[src/rtl/mux_sel_arbiter8.sv]
// ---------------------------------------------------------------------------
// mux_sel_arbiter8
//   Round-robin arbiter that shares one 8:1 datapath mux (and the resource
//   behind it) among 8 requesters. The arbiter registers a one-hot grant and
//   the matching 3-bit select code for the mux. An owner that keeps the grant
//   while others are waiting is revoked after MAX_HOLD cycles. Every change of
//   owner goes through a one-cycle turnaround (GAP) with no grant.
//
// Parameters
//   MAX_HOLD : maximum consecutive grant cycles for one owner while another
//              requester is waiting (legal range 1..255)
//
// Ports
//   clk      in   1  system clock, rising edge
//   reset_n  in   1  asynchronous active-low reset
//   req      in   8  request vector, held high by a requester while it owns
//   grant    out  8  registered one-hot grant, zero when nobody owns
//   sel      out  3  index of the current or most recent owner (mux select)
//   busy     out  1  an owner currently holds the grant
//   forced   out  1  one-cycle pulse on the cycle after a timeout revoke
// ---------------------------------------------------------------------------
module mux_sel_arbiter8 #(
    parameter int unsigned MAX_HOLD = 16
) (
    input  logic       clk,
    input  logic       reset_n,
    input  logic [7:0] req,
    output logic [7:0] grant,
    output logic [2:0] sel,
    output logic       busy,
    output logic       forced
);

    localparam int unsigned N_REQ = 8;
    localparam int unsigned SEL_W = 3;
    localparam int unsigned CNT_W = 8;

    // Terminal value of the hold counter; the counter saturates here.
    localparam logic [CNT_W-1:0] HOLD_LAST = CNT_W'(MAX_HOLD - 1);

    typedef enum logic [1:0] {
        ST_IDLE = 2'd0,
        ST_HOLD = 2'd1,
        ST_GAP  = 2'd2
    } state_t;

    state_t             r_state;
    logic [N_REQ-1:0]   r_grant;
    logic [SEL_W-1:0]   r_sel;
    logic               r_busy;
    logic               r_forced;
    logic [CNT_W-1:0]   r_hold_cnt;
    logic [SEL_W-1:0]   r_last_ptr;

    logic               w_pick_valid;
    logic [SEL_W-1:0]   w_pick_idx;
    logic [SEL_W-1:0]   w_scan_idx;
    logic               w_owner_req;
    logic               w_others_req;
    logic               w_hold_max;

    // Round-robin pick: scan from last_ptr+1 upward with wrap. The loop runs
    // from the farthest candidate to the nearest so the nearest set bit wins.
    always_comb begin
        w_pick_valid = 1'b0;
        w_pick_idx   = '0;
        w_scan_idx   = '0;
        for (int k = N_REQ - 1; k >= 0; k--) begin
            w_scan_idx = r_last_ptr + SEL_W'(k + 1);
            if (req[w_scan_idx]) begin
                w_pick_valid = 1'b1;
                w_pick_idx   = w_scan_idx;
            end
        end
    end

    // While holding, r_grant is exactly the owner's one-hot mask.
    assign w_owner_req  = |(req & r_grant);
    assign w_others_req = |(req & ~r_grant);
    assign w_hold_max   = (r_hold_cnt == HOLD_LAST);

    // Arbitration FSM with all outputs registered.
    always_ff @(posedge clk or negedge reset_n) begin
        if (!reset_n) begin
            r_state    <= ST_IDLE;
            r_grant    <= '0;
            r_sel      <= '0;
            r_busy     <= 1'b0;
            r_forced   <= 1'b0;
            r_hold_cnt <= '0;
            r_last_ptr <= SEL_W'(N_REQ - 1);
        end else begin
            r_forced <= 1'b0;
            case (r_state)
                ST_IDLE: begin
                    if (w_pick_valid) begin
                        r_grant    <= N_REQ'(1) << w_pick_idx;
                        r_sel      <= w_pick_idx;
                        r_busy     <= 1'b1;
                        r_hold_cnt <= '0;
                        r_last_ptr <= w_pick_idx;
                        r_state    <= ST_HOLD;
                    end
                end
                ST_HOLD: begin
                    // A normal release takes precedence over a timeout.
                    if (!w_owner_req) begin
                        r_grant <= '0;
                        r_busy  <= 1'b0;
                        r_state <= ST_GAP;
                    end else if (w_hold_max && w_others_req) begin
                        r_grant  <= '0;
                        r_busy   <= 1'b0;
                        r_forced <= 1'b1;
                        r_state  <= ST_GAP;
                    end else if (!w_hold_max) begin
                        r_hold_cnt <= r_hold_cnt + CNT_W'(1);
                    end
                end
                ST_GAP: begin
                    // Mux turnaround; arbitration resumes in IDLE.
                    r_state <= ST_IDLE;
                end
                default: begin
                    r_state <= ST_IDLE;
                end
            endcase
        end
    end

    assign grant  = r_grant;
    assign sel    = r_sel;
    assign busy   = r_busy;
    assign forced = r_forced;

    // Structural invariants of the grant outputs.
    a_grant_onehot0: assert property (@(posedge clk) disable iff (!reset_n)
        $onehot0(r_grant));
    a_sel_matches: assert property (@(posedge clk) disable iff (!reset_n)
        r_busy |-> (r_grant == (N_REQ'(1) << r_sel)));
    a_forced_idle: assert property (@(posedge clk) disable iff (!reset_n)
        r_forced |-> !r_busy);

endmodule

[config.mk]
export PLATFORM = sky130hd
export DESIGN_NAME = mux_sel_arbiter8
export DESIGN_NICKNAME = d
export VERILOG_FILES = /design/src/rtl/mux_sel_arbiter8.sv
export SDC_FILE = /design/constraint.sdc
export NUM_CORES = 1
export LEC_CHECK = 0
export ABC_AREA = 1
export CAP_MARGIN = 20
export CORE_MARGIN = 8
export CORE_UTILIZATION = 35
export CTS_BUF_LIST = sky130_fd_sc_hd__clkbuf_16
export DETAILED_ROUTE_END_ITERATION = 10
export DONT_BUFFER_PORTS = 1
export PLACE_DENSITY = 0.45
export SLEW_MARGIN = 20
export SYNTH_ARGS = -nofsm -noshare
export SYNTH_HDL_FRONTEND = slang
export SYNTH_SLANG_ARGS = --single-unit
[constraint.sdc]
create_clock -name clk -period 3.71 [get_ports clk]
set_input_delay 0.5565 -clock clk [delete_from_list [all_inputs] [get_ports clk]]
set_output_delay 0.5565 -clock clk [all_outputs]
set_load 0.05 [all_outputs]
Word level (Yosys, flattened, before mapping)
Cells that the tools add are included.
{"block": "word_totals", "register_bits": 26, "input_bits": 10, "output_inout_bits": 13}
{"block": "op_classes", "add_sub_neg": 8, "magnitude_cmp": 8, "n_eq_ne": 7, "shifts": 1, "n_mux": 52, "bitwise_logic": 3, "n_reduce_logical": 9}
{"cell": "2-to-1 mux 8 bit", "count": 7}
{"cell": "less-than comparator 3 x 4 -> 1 bit, second input constant", "count": 8}
{"cell": "one-hot mux 8 bit (2 select lines)", "count": 2}
{"cell": "binary-select mux 1 bit (select 3 bit)", "count": 8}
{"cell": "2-to-1 mux 3 bit", "count": 8}
{"cell": "2-to-1 mux 1 bit", "count": 22}
{"cell": "bitwise AND 8 bit", "count": 2}
{"cell": "OR reduction 8 bit", "count": 2}
{"cell": "adder 3 bit, second input constant", "count": 4}
{"cell": "adder 8 x 1 -> 8 bit, second input constant", "count": 1}
{"cell": "equality test 8 x 4 -> 1 bit, second input constant", "count": 1}
{"cell": "!= test 2 bit, second input constant", "count": 4}
{"cell": "inverter 8 bit", "count": 1}
{"cell": "left shift 1 x 3 -> 8 bit, first input constant", "count": 1}
{"cell": "adder 3 x 2 -> 3 bit, second input constant", "count": 2}
{"cell": "2-to-1 mux 2 bit", "count": 3}
{"cell": "AND reduction 5 bit", "count": 1}
{"cell": "one-hot mux 2 bit (2 select lines)", "count": 1}
{"cell": "AND reduction 2 bit", "count": 2}
{"cell": "adder 3 x 1 -> 3 bit, second input constant", "count": 1}
{"cell": "!= test 3 bit, second input constant", "count": 1}
{"cell": "AND reduction 3 bit", "count": 1}
{"cell": "equality test 2 x 1 -> 1 bit, second input constant", "count": 1}
{"cell": "logical NOT 2 bit", "count": 1}
{"cell": "3 further kinds", "count": 3}

Depth between registers and ports, before layout
Gate-level depths: netlist (run 1).
{"block": "depth", "word_depth": 13, "ltp_mapped": 19}

Worst setup path after synthesis (run 1)
Ideal clock, no wire load.
{"block": "synth_path", "kind": "flip-flop to flip-flop", "start": "register r_last_ptr[0]", "end": "register r_hold_cnt[3]", "setup_ns": 0.118, "arrival_ns": 2.427, "required_time_ns": 3.592, "path_slack_ns": 1.165, "path_stages_with_launch": 18, "path_buffers": 3, "synth_period_minus_slack_ns": 2.545, "path_cell_list": "dfstp_2 buf_6 inv_2 buf_6 ha_1 inv_1 nand3_2 nand2_1 nor2_1 nor2_2 inv_2 nor2_2 nand4_2 nand2_4 o21ai_4 buf_6 nand2_2 o21ai_2"}
{"block": "synth_via", "elab_chain_len": 12, "elab_cells_between_ends": 33, "classes_between": "7 x add/sub; 1 x eq/ne; 24 x mux; 1 x reduce/logical"}
{"item": "from (decl)", "line": "53", "text": "logic [SEL_W-1:0] r_last_ptr;"}
{"item": "from (signal assigned)", "line": "91", "text": "r_last_ptr <= SEL_W'(N_REQ - 1);"}
{"item": "from (signal assigned)", "line": "101", "text": "r_last_ptr <= w_pick_idx;"}
{"item": "adder 3 bit or binary-select mux 1 bit (select 3 bit) (tied branches)", "line": "69, 70"}
{"item": "binary-select mux 1 bit (select 3 bit) or 2-to-1 mux 1 bit (tied branches)", "line": "70", "text": "if (req[w_scan_idx]) begin"}
{"item": "2-to-1 mux 1 bit (not written as such)", "line": "70"}
{"item": "2-to-1 mux 1 bit (6 in a row)", "line": "70"}
{"item": "2-to-1 mux 1 bit *", "line": "70"}
{"item": "!= test 2 bit (no line) *"}
{"item": "AND reduction 5 bit (no line) *"}
{"item": "to (signal assigned)", "line": "117", "text": "r_hold_cnt <= r_hold_cnt + CNT_W'(1);"}
{"item": "to (decl)", "line": "52", "text": "logic [CNT_W-1:0] r_hold_cnt;"}
Every way passes the cells marked *; elsewhere a longest branch is shown, timed or not. The select of a mux whose other input is x is not followed.
A chain may end at the register's enable or synchronous reset.

Worst setup path in the final report (run 1)
{"block": "layout_path", "start": "register r_last_ptr[0]", "end": "register r_hold_cnt[2]"}
Same word-level chain as after synthesis.

==> metrics.csv, run 1 <==
metric,value,unit
drive_gt1_frac,0.1229,
fin_crit,2901,ps
cap_viol_max_count,0,
post_drt_wl_per_cell,14.79,um
hpwl,4321,um
cts.clk_slew.worst_paths,70,ps
ant_nets,0,
antenna_found_initial,0,
final_util,0.3935,
dieHeight,91.23,um
syn_area,1981,um^2
io_buffers,0,
grt_pass1_wl,8956,um
ios,23,
whs,94.80,ps
rows,27,
cpMostUsedCell,nand2_1,
crit_chain,"inv_2, ha_1, inv_1, nand3_2, nand2_1, nor2_1, nor2_2, inv_2, nor2_2, nand4_2, nand2_4, o21ai_4, nand2_1, nand2_1, nand2_1, nor2_1",
drc,0,
ys_seq_elements,26,
crit_slowest_cell,dfstp_2,
wirelength,5400,um
cts_tree,yes,
fin_crit_sh,0.7818,
start_kind,flop,
yosys_warnings,0,
track_usage,0.1328,
setup_violations,0,
vias,1828,
overflow,0,
fin_ws,809.4,ps
critPathKind,reg -> reg,
ys_seq_area_frac,0.3304,
numCtsBuffers,3,
core_area,5473,um^2
clock_latency,260,ps
cts-resized-gates,0,
syn_inst,293,
syn_area_per_cell,6.760,um^2
synth.distinct_cells,31,
drtPass1Iterations,4,
status,"finished, final reports clean",
cts_sinks,26,
gp_congestion,0.8823,
tns,0,ps
grt_pass1_vias,1743,
syn-num-nets,306,
nets,307,
cp.required,3870,ps
drtIter0Drc,116,
cp_slowest_stage_delay,620,ps
start_util,0.3619,
grt_max_degree,24,
rsz0062_at_grt,false,
arrival,3060,ps
max-slew-margin-rel,0.6250,
final_max_slew_viol_count,0,
hold_path_class,in -> async,
tightestPinTransition,562.5,ps
place_ws,832.1,ps
h-tree-depth,1,
vias_per_cell,5.008,
die_w,91.23,um
syn_to_final_growth,8.718,%
hold_viol_final,0,
diodes,0,
end_kind,flop,
clockBufferDepth,2,
cts_root_buf,clkbuf_16,
crit_path_max_fanout,15,
max_freq,0.3448,GHz
skew,5.583,ps
die-area,8322,um^2
[metrics by stage]
stage                     cell area [um^2]  instances
final                                 2153        365
after global routing                  2153        365
after CTS                             2153        365
after detailed placement              2028        360
after global placement                2028        360
after floorplan                       1981        293
[routing by layer]
metal  vias up  wire length, um  global-route usage
met2        39             2262              0.1917
met3         8              325             0.03786
met4         0              102             0.05321
met1       836             2709              0.1809
met5         -                0                   0
li1        945                -                   -
[cell families (layout without fill, tap and decap cells)]
kind of cell / count (synthesis) / count (layout) / synth area share
adders and majority gates: 3 / 3 / 0.01895
buffers and inverters: 53 / 53 / 0.1124
DFF: 26 / 26 / 0.3304
and+or+nand+nor: 166 / 166 / 0.3771
xor gates and xnor gates: 6 / 6 / 0.02653
AOI/OAI and AO/OA: 39 / 39 / 0.1346
[cell usage in the layout, fill, tap and decap left out, types with 2 or more instances in the layout]
| cell | n |
|---|---|
| a21oi_1 | 7 |
| a221oi_1 | 3 |
| a22o_1 | 2 |
| clkbuf_16 | 3 |
| dfrtp_1 | 23 |
| dfstp_2 | 3 |
| ha_1 | 3 |
| inv_1 | 43 |
| inv_2 | 5 |
| nand2_1 | 86 |
| nand2_2 | 6 |
| nand3_1 | 43 |
| nand3_2 | 2 |
| nand4_1 | 4 |
| nor2_1 | 18 |
| nor2_2 | 2 |
| nor3_1 | 2 |
| o21ai_0 | 13 |
| o21ai_2 | 8 |
| o22ai_1 | 2 |
| xnor2_1 | 2 |
| xor2_1 | 4 |
[area by class of cell]
cell class,count,area (um^2)
clock inverter,1,30.03
fill,600,3319
multi-input combinational,214,1104
sequential,26,654.4
tap,72,90.09
timing repair buffer,1,20.02
clock buffer,3,75.07
inverter,48,180.2
[synthesized netlist by cell type (all sizes together)]
cell / count / share of area
nand3: 45 / 0.12
nor2: 20 / 0.040
o22ai: 2 / 0.0063
a221oi: 3 / 0.013
nand2: 93 / 0.19
xnor2: 2 / 0.0088
a22o: 2 / 0.0088
dfrtp: 23 / 0.29
xor2: 4 / 0.018
a21oi: 8 / 0.022
inv: 48 / 0.091
nor3b: 1 / 0.0063
ha: 3 / 0.019
nand4: 5 / 0.019
o211ai: 1 / 0.0038
o21ai: 22 / 0.076
clkbuf: 1 / 0.0019
buf: 4 / 0.020
nor3: 2 / 0.0051
o21bai: 1 / 0.0038
dfstp: 3 / 0.040
[flip-flops by register name, summed over array words and instances (netlist names)]
signal,cells
grant,8
r_hold_cnt,8
r_last_ptr,3
sel,3
r_state,2
busy,1
forced,1
[timing repair]
| action | in CTS | in global routing |
|---|---|---|
| hold buffers | 1 | 0 |
| setup buffers | 0 | 0 |
| endpoints found under the hold margin | 23 | 0 |
[critical path, delay by kind of cell (launching register included)]
family                   cells  cell delay, ps
AO/OA/AOI/OAI                1             180
buffers and inverters        3             420
flip-flops                   1             620
adder cells (fa/ha/maj)      1             410
AND/OR/NAND/NOR             11            1160
[final timing paths]
check	from	endpoint	slack (ps)	cells past startpoint
setup / recovery	r_last_ptr[0]$_DFFE_PN1P_	r_hold_cnt[2]$_DFFE_PN0P_	810	16
hold / removal	reset_n	sel[1]$_DFFE_PN0P_	90	1
setup reg to reg	r_last_ptr[0]$_DFFE_PN1P_	r_hold_cnt[2]$_DFFE_PN0P_	810	16
hold reg to reg	r_hold_cnt[7]$_DFFE_PN0P_	r_hold_cnt[7]$_DFFE_PN0P_	570	2
max in group asynchronous	reset_n	grant[1]$_DFFE_PN0P_	3460	1
min in group clk	r_hold_cnt[7]$_DFFE_PN0P_	r_hold_cnt[7]$_DFFE_PN0P_	570	2
Power of run 1 is left out: the tool's default activity adds up to more than one toggle a clock period on the data nets, which glitch-free logic cannot reach.
==> inputs of run 2 (changes only) <==
==> constraint.sdc (replaced) <==
create_clock -name clk -period 3 [get_ports clk]
set_input_delay 0.45 -clock clk [delete_from_list [all_inputs] [get_ports clk]]
set_output_delay 0.45 -clock clk [all_outputs]
set_load 0.05 [all_outputs]
==> run 2 against run 1 <==
  * Worst hold slack got worse by 72 ps
  * First-iteration DRC count down 8.6%
  * Critical path type unchanged
  * Cell count increased by 0.82%
  * Critical path depth did not move
  * Flip-flop and latch count is the same
==> metrics.csv, run 2 (same netlist as run 1, synthesis figures left out) <==
metric,value,unit
path_buf_inv,3,
die-area,8322,um^2
fin_crit_sh,0.9093,
cpMostUsedCell,nand2_1,
cp.required,3160,ps
numCtsBuffers,3,
crit_path_max_fanout,15,
antenna_found_initial,0,
drive_gt1_frac,0.1318,
nets,310,
cts_sinks,26,
drc,0,
rsz0062_at_grt,false,
cap_viol_max_count,0,
gp_congestion,0.8172,
diodes,0,
io_buffers,0,
wirelength,5488,um
crit_chain,"inv_2, ha_1, inv_2, nand3_2, nand2_1, nor2_1, nor2_2, inv_2, nor2_2, nand4_2, nand2_4, o21ai_4, nand2_1, nand2_1, nand2_1, nor2_1",
vias,1819,
die_w,91.23,um
syn_to_final_growth,9.981,%
hpwl,4362,um
arrival,2890,ps
dpl_cell_area,2043,um^2
dieHeight,91.23,um
grt_pass1_wl,9232,um
hold_viol_final,0,
seqCellArea,654.4,um^2
end_kind,flop,
layout.cells.most_common,nand2_1,
ios,23,
status,"finished, final reports clean",
cts_tree,yes,
start_kind,flop,
whs,22.55,ps
overflow,0,
setup_violations,0,
cts.clk_slew.worst_paths,70,ps
max_freq,0.3666,GHz
most-common-layout-cells,"nand2_1 (86), nand3_1 (43), inv_1 (42), dfrtp_1 (23), nor2_1 (18)",
max-slew-margin-rel,0.6348,
hold_path_class,in -> async,
multi_input_area,1104,um^2
track_usage,0.1355,
h-tree-depth,1,
fin_area,2178,um^2
drtPass1Iterations,4,
fillers,595,
core_area,5473,um^2
clockBufferDepth,2,
cp_slowest_stage_delay,610,ps
skew,6.138,ps
critical-path-top-delay-family,simple AND/OR/NAND/NOR gates,
rows,27,
ant_nets,0,
tightestPinTransition,547.8,ps
cts_root_buf,clkbuf_16,
grt_max_degree,24,
vias_per_cell,4.943,
critPathKind,reg -> reg,
clock_latency,260,ps
drtIter0Drc,106,
final_max_slew_viol_count,0,
grt_pass1_vias,1827,
tns,0,ps
fin_crit,2728,ps
start_util,0.3619,
crit_slowest_cell,dfstp_2,
post_cts_buffers,0,
post_drt_wl_per_cell,14.91,um
-- run 2: worst register-to-register path: cells and delay by family (launching register included) --
family	cells	cell delay [ps]
buffers and inverters	3	320
flip-flops	1	610
adder cells (fa/ha/maj)	1	380
AO/OA/AOI/OAI	1	170
AND/OR/NAND/NOR	11	1130
-- run 2: metrics by stage --
step	util	setup WS (ps)	cells
final	0.3980	272.1	368
after global routing	0.3980	27.62	368
after CTS	0.3980	226.2	368
after detailed placement	0.3733	250.0	362
after global placement	0.3733	242.6	362
after floorplan	-	454.6	293
-- run 2: what timing repair did --
action,CTS,global route
endpoints found under the hold margin,23,0
resized for setup,0,1
endpoints found under the setup margin,0,5
hold buffers,2,0
-- run 2: worst paths after layout --
check | from | slack (ps) | endpoint | depth (start not counted)
setup / recovery | r_last_ptr[1]$_DFFE_PN1P_ | 270 | r_hold_cnt[2]$_DFFE_PN0P_ | 16
hold / removal | reset_n | 20 | r_last_ptr[2]$_DFFE_PN1P_ | 0
setup reg to reg | r_last_ptr[1]$_DFFE_PN1P_ | 270 | r_hold_cnt[2]$_DFFE_PN0P_ | 16
hold reg to reg | r_hold_cnt[7]$_DFFE_PN0P_ | 570 | r_hold_cnt[7]$_DFFE_PN0P_ | 2
max in group asynchronous | reset_n | 2230 | grant[0]$_DFFE_PN0P_ | 2
min in group clk | req[2] | 540 | forced$_DFF_PN0_ | 4
-- run 2: layout make-up --
cell class / instances / share of cell area
tap: 72 / 0.04136
multi-input combinational: 214 / 0.5066
clock buffer: 3 / 0.03446
sequential: 26 / 0.3004
clock inverter: 1 / 0.01379
inverter: 48 / 0.08271
timing repair buffer: 4 / 0.02068
-- run 2: routing by layer --
layer | up-vias | part of all wire | track usage
met5 | - | 0 | 0
met4 | 0 | 0.011 | 0.04502
met3 | 6 | 0.060 | 0.04033
met2 | 32 | 0.44 | 0.2080
met1 | 831 | 0.49 | 0.1766
li1 | 950 | - | -
Power of run 2 is left out for the same reason.
